File: src/rtl/alarm_control_unit.sv
// Alarm clock controller: time/day/alarm set modes, alarm trigger, ring with snooze and auto-stop.
// All outputs registered; strobes appear one Clk after the button edge or Tick that causes them.
module alarm_control_unit #(
  parameter int NUM_ALARMS    = 2,
  parameter int SNOOZE_TICKS  = 5,
  parameter int RING_TICKS    = 60,
  parameter int MAX_SNOOZE    = 3,
  parameter int TIMEOUT_TICKS = 30,
  localparam int AW = (NUM_ALARMS > 1) ? $clog2(NUM_ALARMS) : 1
) (
  input  logic                  Clk,
  input  logic                  Reset,
  input  logic                  Next,
  input  logic                  Up,
  input  logic                  SetTime,
  input  logic                  SetDay,
  input  logic                  SetAlarm,
  input  logic                  Snooze,
  input  logic                  Stop,
  input  logic                  Tick,
  input  logic [NUM_ALARMS-1:0] Match,
  output logic                  INCR,
  output logic                  LD_DAY_TIME,
  output logic                  Load,
  output logic                  Clear_St,
  output logic [1:0]            Field,
  output logic [AW-1:0]         AlarmSel,
  output logic [NUM_ALARMS-1:0] AlarmEn,
  output logic                  Ring,
  output logic                  Busy
);

  localparam int TMAX_A = (RING_TICKS > TIMEOUT_TICKS) ? RING_TICKS : TIMEOUT_TICKS;
  localparam int TMAX   = (TMAX_A > SNOOZE_TICKS) ? TMAX_A : SNOOZE_TICKS;
  localparam int CW     = $clog2(TMAX + 2);
  localparam int SW     = $clog2(MAX_SNOOZE + 2);

  localparam int B_NEXT = 0, B_UP = 1, B_SETTIME = 2, B_SETDAY = 3,
                 B_SETALARM = 4, B_SNOOZE = 5, B_STOP = 6;

  localparam logic [1:0] F_NONE = 2'b00, F_HOUR = 2'b01, F_MIN = 2'b10, F_DAY = 2'b11;

  typedef enum logic [3:0] {
    S_IDLE, S_T_HR, S_T_MIN, S_DAY, S_A_SEL, S_A_HR, S_A_MIN, S_RING, S_SNOOZE
  } state_t;

  state_t                state_q, state_d;
  logic [6:0]            btn_prev_q, btn_prev_d;
  logic                  armed_q, armed_d;
  logic [CW-1:0]         tmr_q, tmr_d;
  logic [SW-1:0]         snz_q, snz_d;
  logic [AW-1:0]         sel_q, sel_d;
  logic [NUM_ALARMS-1:0] en_q, en_d;
  logic                  incr_q, incr_d, ld_q, ld_d, load_q, load_d, clr_q, clr_d;
  logic [1:0]            field_q, field_d;
  logic                  ring_q, ring_d, busy_q, busy_d;

  logic [6:0]            btn, btn_rise;
  logic                  any_rise, is_set, tmr_expire;
  logic [CW-1:0]         tmr_dec;
  logic [NUM_ALARMS-1:0] hit;
  logic [AW-1:0]         trig_sel;

  assign btn = {Stop, Snooze, SetAlarm, SetDay, SetTime, Up, Next};
  // The first cycle after reset only samples buttons, so a button held through release is not an edge.
  assign btn_rise   = armed_q ? (btn & ~btn_prev_q) : 7'd0;
  assign any_rise   = |btn_rise;
  assign tmr_dec    = (tmr_q != '0) ? tmr_q - CW'(1) : '0;
  assign tmr_expire = Tick && (tmr_q <= CW'(1));
  assign hit        = Match & en_q;
  assign is_set     = (state_q == S_T_HR) || (state_q == S_T_MIN) || (state_q == S_DAY) ||
                      (state_q == S_A_SEL) || (state_q == S_A_HR) || (state_q == S_A_MIN);

  always_comb begin
    trig_sel = '0;
    for (int i = NUM_ALARMS - 1; i >= 0; i--) begin
      if (hit[i]) trig_sel = AW'(i);
    end
  end

  always_comb begin
    state_d    = state_q;
    tmr_d      = tmr_q;
    snz_d      = snz_q;
    sel_d      = sel_q;
    en_d       = en_q;
    incr_d     = 1'b0;
    ld_d       = 1'b0;
    load_d     = 1'b0;
    clr_d      = 1'b0;
    btn_prev_d = btn;
    armed_d    = 1'b1;

    // Set-mode inactivity timeout; per-state button handling below overrides it.
    if (is_set) begin
      if (any_rise) begin
        tmr_d = CW'(TIMEOUT_TICKS);
      end else if (Tick) begin
        tmr_d = tmr_dec;
        if (tmr_expire) state_d = S_IDLE;
      end
    end

    unique case (state_q)
      S_IDLE: begin
        if (btn_rise[B_SETTIME]) begin
          state_d = S_T_HR;
          tmr_d   = CW'(TIMEOUT_TICKS);
        end else if (btn_rise[B_SETDAY]) begin
          state_d = S_DAY;
          tmr_d   = CW'(TIMEOUT_TICKS);
        end else if (btn_rise[B_SETALARM]) begin
          state_d = S_A_SEL;
          sel_d   = '0;
          tmr_d   = CW'(TIMEOUT_TICKS);
        end else if (Tick && (|hit)) begin
          state_d = S_RING;
          sel_d   = trig_sel;
          tmr_d   = CW'(RING_TICKS);
        end
      end
      S_T_HR: begin
        if (btn_rise[B_NEXT])    state_d = S_T_MIN;
        else if (btn_rise[B_UP]) incr_d = 1'b1;
      end
      S_T_MIN, S_DAY: begin
        if (btn_rise[B_NEXT]) begin
          state_d = S_IDLE;
          ld_d    = 1'b1;
        end else if (btn_rise[B_UP]) begin
          incr_d = 1'b1;
        end
      end
      S_A_SEL: begin
        if (btn_rise[B_NEXT]) begin
          state_d = S_A_HR;
        end else if (btn_rise[B_SETALARM]) begin
          en_d[sel_q] = 1'b0;
          state_d     = S_IDLE;
        end else if (btn_rise[B_UP]) begin
          sel_d = (sel_q == AW'(NUM_ALARMS - 1)) ? '0 : sel_q + AW'(1);
        end
      end
      S_A_HR: begin
        if (btn_rise[B_NEXT])    state_d = S_A_MIN;
        else if (btn_rise[B_UP]) incr_d = 1'b1;
      end
      S_A_MIN: begin
        if (btn_rise[B_NEXT]) begin
          state_d     = S_IDLE;
          load_d      = 1'b1;
          en_d[sel_q] = 1'b1;
        end else if (btn_rise[B_UP]) begin
          incr_d = 1'b1;
        end
      end
      S_RING: begin
        if (btn_rise[B_STOP]) begin
          state_d = S_IDLE;
          clr_d   = 1'b1;
        end else if (btn_rise[B_SNOOZE] && (snz_q < SW'(MAX_SNOOZE))) begin
          state_d = S_SNOOZE;
          snz_d   = snz_q + SW'(1);
          tmr_d   = CW'(SNOOZE_TICKS);
        end else if (Tick) begin
          tmr_d = tmr_dec;
          if (tmr_expire) begin
            state_d = S_IDLE;
            clr_d   = 1'b1;
          end
        end
      end
      S_SNOOZE: begin
        if (btn_rise[B_STOP]) begin
          state_d = S_IDLE;
          clr_d   = 1'b1;
        end else if (Tick) begin
          tmr_d = tmr_dec;
          if (tmr_expire) begin
            state_d = S_RING;
            tmr_d   = CW'(RING_TICKS);
          end
        end
      end
      default: state_d = S_IDLE;
    endcase

    if (state_d == S_IDLE) begin
      snz_d = '0;
      tmr_d = '0;
    end

    unique case (state_d)
      S_T_HR, S_A_HR:  field_d = F_HOUR;
      S_T_MIN, S_A_MIN: field_d = F_MIN;
      S_DAY:           field_d = F_DAY;
      default:         field_d = F_NONE;
    endcase
    ring_d = (state_d == S_RING);
    busy_d = (state_d != S_IDLE);
  end

  always_ff @(posedge Clk or negedge Reset) begin
    if (!Reset) begin
      state_q    <= S_IDLE;
      btn_prev_q <= '0;
      armed_q    <= 1'b0;
      tmr_q      <= '0;
      snz_q      <= '0;
      sel_q      <= '0;
      en_q       <= '0;
      incr_q     <= 1'b0;
      ld_q       <= 1'b0;
      load_q     <= 1'b0;
      clr_q      <= 1'b0;
      field_q    <= F_NONE;
      ring_q     <= 1'b0;
      busy_q     <= 1'b0;
    end else begin
      state_q    <= state_d;
      btn_prev_q <= btn_prev_d;
      armed_q    <= armed_d;
      tmr_q      <= tmr_d;
      snz_q      <= snz_d;
      sel_q      <= sel_d;
      en_q       <= en_d;
      incr_q     <= incr_d;
      ld_q       <= ld_d;
      load_q     <= load_d;
      clr_q      <= clr_d;
      field_q    <= field_d;
      ring_q     <= ring_d;
      busy_q     <= busy_d;
    end
  end

  assign INCR        = incr_q;
  assign LD_DAY_TIME = ld_q;
  assign Load        = load_q;
  assign Clear_St    = clr_q;
  assign Field       = field_q;
  assign AlarmSel    = sel_q;
  assign AlarmEn     = en_q;
  assign Ring        = ring_q;
  assign Busy        = busy_q;

endmodule
File: config.mk
export PLATFORM = sky130hd
export DESIGN_NAME = alarm_control_unit
export DESIGN_NICKNAME = d
export VERILOG_FILES = /design/src/rtl/alarm_control_unit.sv
export SDC_FILE = /design/constraint.sdc
export NUM_CORES = 1
export LEC_CHECK = 0
export CORE_UTILIZATION = 30
export CTS_CLUSTER_DIAMETER = 60
export CTS_CLUSTER_SIZE = 8
export DETAILED_ROUTE_END_ITERATION = 6
export PLACE_DENSITY = 0.48
export SLEW_MARGIN = 25
export SYNTH_ARGS = -nofsm -noshare
export SYNTH_HDL_FRONTEND = slang
export SYNTH_SLANG_ARGS = --single-unit
export TNS_END_PERCENT = 5
File: constraint.sdc
create_clock -name Clk -period 3.3 [get_ports Clk]
set_input_delay 0.66 -clock Clk [delete_from_list [all_inputs] [get_ports Clk]]
set_output_delay 0.66 -clock Clk [all_outputs]
set_load 0.005 [all_outputs]
Yosys cells after proc, flatten, opt, wreduce, memory -nomap -nowiden
Index checks and enable logic that the tools add are counted.

word-level totals
  register bits after elaboration = 32
  bits in latches = 0
  bits in writable memories = 0
  ROM bits = 0
  output and inout port bits = 11
  word-level logic and storage cells = 149
  memories kept = 0

cells by class
  $add $sub $neg = 3
  multipliers = 0
  div/mod/pow operators = 0
  $lt $le $gt $ge = 4
  equal/unequal tests = 23
  shift-type cells = 0
  muxes and demuxes = 72
  bitwise gates (word level) = 6
  reduce and logical (&&, ||, !) cells = 27

operator list
  kind                                                  number
  two-way mux 6 bit                                     15
  two-way mux 4 bit                                     20
  equality test 4 x 3 -> 1 bit (second input constant)  7
  case mux 4 bit (7 select lines)                       1
  two-way mux 1 bit                                     22
  case mux 6 bit (3 select lines)                       1
  equality test 4 x 2 -> 1 bit (second input constant)  4
  != test 2 bit (second input constant)                 7
  two-way mux 3 bit                                     4
  equality test 4 x 1 -> 1 bit (second input constant)  2
  zero test 4 bit                                       2
  nonzero test 2 bit                                    4
  OR reduction 2 bit                                    4
  AND 7 bit                                             1
  two-way mux 7 bit                                     1
  NOT 7 bit                                             1
  AND reduction 7 bit                                   1
  OR reduction 7 bit                                    1
  <= comparator 6 x 1 -> 1 bit (second input constant)  1
  two-way mux 2 bit                                     3
  case mux 2 bit (3 select lines)                       1
  nonzero test 6 bit                                    1
  subtractor 6 x 1 -> 6 bit (second input constant)     1
  logical OR 1 bit                                      5
  other kinds (20)                                      25

Depth between registers and ports, before layout
  word-level depth = 15
  depth in mapped cells = 8
  depth with buffers taken out = 8

Worst setup path before layout
Ideal clock, no wire load.

  path kind = in2reg
  start = input Stop
  end = register tmr_q[0]
  setup time = 0.152 ns
  arrival = 2.269 ns
  required time = 3.148 ns
  setup slack = 0.879 ns
  stages on the path = 6
  buffers on the path = 0
  cells stage by stage = nor2b_1 -> o41ai_4 -> nand4_2 -> a211o_1 -> nor4b_4 -> a22oi_1

between the ends
  cells in the longest elaborated chain, start to end = 12
  elaborated cells between the ends (all ways) = 36
  those cells by class = mux (33); bitwise (1); reduce/logical (2)

RTL lines
  what                                         line      RTL
  start, declared                              19        input logic Stop,
  AND 7 bit (*)                                66        assign btn_rise = armed_q ? (btn & ~btn_prev_q) : 7'd0;
  two-way mux 7 bit (*)                        66
  OR reduction 7 bit                           67        assign any_rise = |btn_rise;
  two-way mux 4 bit                            96        if (any_rise) begin
  two-way mux 4 bit                            95        if (is_set) begin
  two-way mux 4 bit, on equally long branches  167, 116
  two-way mux 4 bit, on equally long branches  165, 112
  two-way mux 4 bit, on equally long branches  161, 109
  two-way mux 4 bit, on equally long branches  158, 106
  case mux 4 bit (7 select lines) (*)          104       unique case (state_q)
  via state_d[1]                               47        state_t state_q, state_d;
  zero test 4 bit (*)                          188       if (state_d == S_IDLE) begin
  two-way mux 6 bit (*)                        188
  via tmr_d[0]                                 50        logic [CW-1:0] tmr_q, tmr_d;
  end signal, assigned                         223       tmr_q <= tmr_d;
  end, declared                                50

Mark *: on every way through the listed nets, which the timed path passes. The rest lies on a longest branch.
A chain may end at the register's enable or synchronous reset.

Final worst setup path
  start = input Stop
  end = register tmr_q[2]

The elaborated chain is that of the path after synthesis.

==> results.ini <==
[timing]
final_hold_viol_count = 0
finalSetupViolCount = 0
max_freq_ghz = 0.367
worst_hold_slack_ps = 547
post-route-min-period_ps = 2720
transition_at_the_pin_with_the_smallest_max_transition_slack_ps = 631
report.final.slew_viol_count = 0
max-slew-margin-rel_pct = 56.8
skew_ps = 3.36
layout_worst_path_cycle_share_pct = 82.5
rsz0062_at_grt = no
final.setup.tns_ps = 0

[clock_tree]
post_cts_resized = 0
cts-buffers-inserted = 5
postCtsSetupBuffers = 0
tritoncts = yes
clkLatencyLatePin_ps = 290
number_of_buffers_inserted_for_hold_repair_after_clock_tree_synthesis = 0
cts.reportedPaths.clkPinSlew_ps = 70
clk_root_buffer_cell = sky130_fd_sc_hd__clkbuf_8
h-tree-depth = 2
cts.sink_count = 32
clock_tree.buffer_depth = 2

[setup_path]
endpoint_kind = register
cp.required_ps = 3440
crit_arrival_ps = 2870
crit_path_start_kind = input pin
timing_worst_setup_path_type = in -> reg
critical_path_fanout_max = 10

[routing]
drt-pass1-iter-count = 4
drt_wl_cell_um = 16.7
drt-vias-per-instance = 5.46
via_count = 1970
routed_wirelength_um = 6040
antenna_left = 0
remaining_drcs = 0
detailedRoute.firstIterationViolations = 126

[synthesis]
mappedNetlistArea_sq_um = 2100
synth_async_sr_flop_share_pct = 100
synth_cells = 235
synthesis.area_per_instance_sq_um = 8.94
post_synth_fa_ha_maj_area_fraction_pct = 2.38
yosysWarnings = 0
synth_simple_gate_area_share_pct = 25.7
netlist-cell-type-count = 63
synth_edf_count = 0
largest_family_of_logic_cells_by_synthesized_area = compound AO/OA/AOI/OAI gates
synth_compound_gate_area_share_pct = 29.3
ys_ff_latch = 32
syn_nets = 251
synthMuxAreaShare_pct = 0.476
synth-xor-area-share_pct = 0.833
synth.yosys.seq_area_share_pct = 38.1
synth_top_flop_cell = sky130_fd_sc_hd__dfrtp_1

[die]
floorplan_row_count = 30
initial_standard_cell_utilization_of_the_core_pct = 30.9
core_area_sq_um = 6790
die_y_um = 85.7
chipWidth_um = 85.7
fp.dieArea_sq_um = 7350
top_level_ports = 23

[global_routing]
global_route.usage.met1_pct = 24.2
gr-usage-met3_pct = 3.08
global_route.peak_usage_layer = met2
global_route.usage.total_pct = 17.7
grt_antenna_before_repair = 0
grt_pass1_vias = 1950
pin_count_of_the_biggest_net_entering_global_routing = 33
met2_usage_pct = 28.3
grt.overflow.total = 0
grt_first_pass_wirelength_um = 10000

[run]
maxCapViolations = 0

[placed_design]
io_buffers = 22
placement.cell_area_sq_um = 2470
gp_routability_congestion = 0.846
place_inst = 353
hpwlAfterDp_um = 4540

[cells_and_area]
final_cell_area_sq_um = 2600
most_common_cell_after_layout_fill_and_taps_aside = sky130_fd_sc_hd__dfrtp_1
layout-drive-gt1-share_pct = 10.9
nets = 280
area_delta_synth_final_pct = 23.6
final_cell_count_no_fill = 361
insertedDiodeCount = 0
layout_common_cells = sky130_fd_sc_hd__dfrtp_1, sky130_fd_sc_hd__o21ai_0, sky130_fd_sc_hd__clkdlybuf4s50_1

[power]
power.ir.vdd_worst_mv = 0.293
p_leak_nw = 1.05
pwr_density_cell_nw_per_um2 = 822
totalPowerFinal_w = 0.00213

[min_path]
hold_class = reg -> reg

[run_status]
status = finished clean

## layer usage
layer / part of all wire (%) / wire [um]
met5: 0 / 0
met1: 48 / 2910
met4: 1.6 / 97
met3: 4.9 / 294
met2: 45 / 2740
## worst paths after layout
check	depth (start not counted)	end	from	slack, ps
setup / recovery	8	tmr_q[2]	Stop	580
hold / removal	2	snz_q[2]	snz_q[2]	550
setup reg to reg	9	tmr_q[4]	tmr_q[1]	770
hold reg to reg	2	snz_q[2]	snz_q[2]	550
max in group asynchronous	2	asynchronous set/reset pin	Reset	2220
min in group asynchronous	2	tmr_q[4]	Reset	770
## area by class of cell
type / instances / area, sq um
timing repair buffer: 32 / 295
inverter: 5 / 18.8
fill: 692 / 4200
multi-input combinational: 188 / 1240
sequential: 32 / 801
tap: 96 / 120
clock buffer: 7 / 96.3
clock inverter: 1 / 30.0
## logic make-up after synthesis
family          after synthesis
flops                        32
compound gates               91
other cells                   1
simple gates                 89
mux                           1
fa+ha+maj                     4
xor+xnor                      2
buf+inv                      15
## registers in the layout (all words and copies together), names as in the netlist, named ones only
register     cells
btn_prev_q       7
tmr_q            6
state_q          4
snz_q            3
Field            2
AlarmSel         1
Busy             1
Clear_St         1
INCR             1
LD_DAY_TIME      1
Load             1
Ring             1
armed_q          1
## cells in the mapped netlist, types with 4 or more instances
library cell / number / area share [%]
sky130_fd_sc_hd__clkbuf_1: 8 / 1.4
sky130_fd_sc_hd__nor2b_1: 6 / 1.8
sky130_fd_sc_hd__a22oi_1: 8 / 2.9
sky130_fd_sc_hd__nand3b_1: 6 / 2.1
sky130_fd_sc_hd__nand3_1: 9 / 2.1
sky130_fd_sc_hd__a21oi_1: 19 / 4.5
sky130_fd_sc_hd__dfrtp_1: 32 / 38
sky130_fd_sc_hd__ha_1: 4 / 2.4
sky130_fd_sc_hd__inv_1: 5 / 0.89
sky130_fd_sc_hd__o21ai_0: 22 / 5.2
sky130_fd_sc_hd__a31oi_1: 5 / 1.5
sky130_fd_sc_hd__nor2_1: 13 / 2.3
sky130_fd_sc_hd__nand2b_1: 5 / 1.5
sky130_fd_sc_hd__nand2_1: 17 / 3.0
sky130_fd_sc_hd__nor3_1: 9 / 2.1
## report_power, final
part | switching, W | total (W) | internal [W] | leakage [nW]
clock | 0.000152 | 0.000418 | 0.000266 | 0.0645
combinational | 0.000586 | 0.00107 | 0.000479 | 0.577
sequential | 0.000159 | 0.000651 | 0.000492 | 0.407
total | 0.000897 | 0.00213 | 0.00124 | 1.05
## worst max-delay path, stage by stage
cell	delay [ps]
sky130_fd_sc_hd__clkdlybuf4s50_1	460
sky130_fd_sc_hd__nor2b_1	190
sky130_fd_sc_hd__o41ai_4	500
sky130_fd_sc_hd__nand4_2	180
sky130_fd_sc_hd__a211o_1	360
sky130_fd_sc_hd__nor4b_4	220
sky130_fd_sc_hd__buf_4	210
sky130_fd_sc_hd__a21oi_1	80
## stage by stage
step | setup WS, ps | utilization (%)
6_report | 576 | 38.2
5_1_grt | 392 | 38.2
4_1_cts | 554 | 38.2
3_5_place_dp | 248 | 36.4
3_3_place_gp | 291 | 36.4
2_1_floorplan | 879 | -
Note: power is estimated with default switching activity, not from simulation.
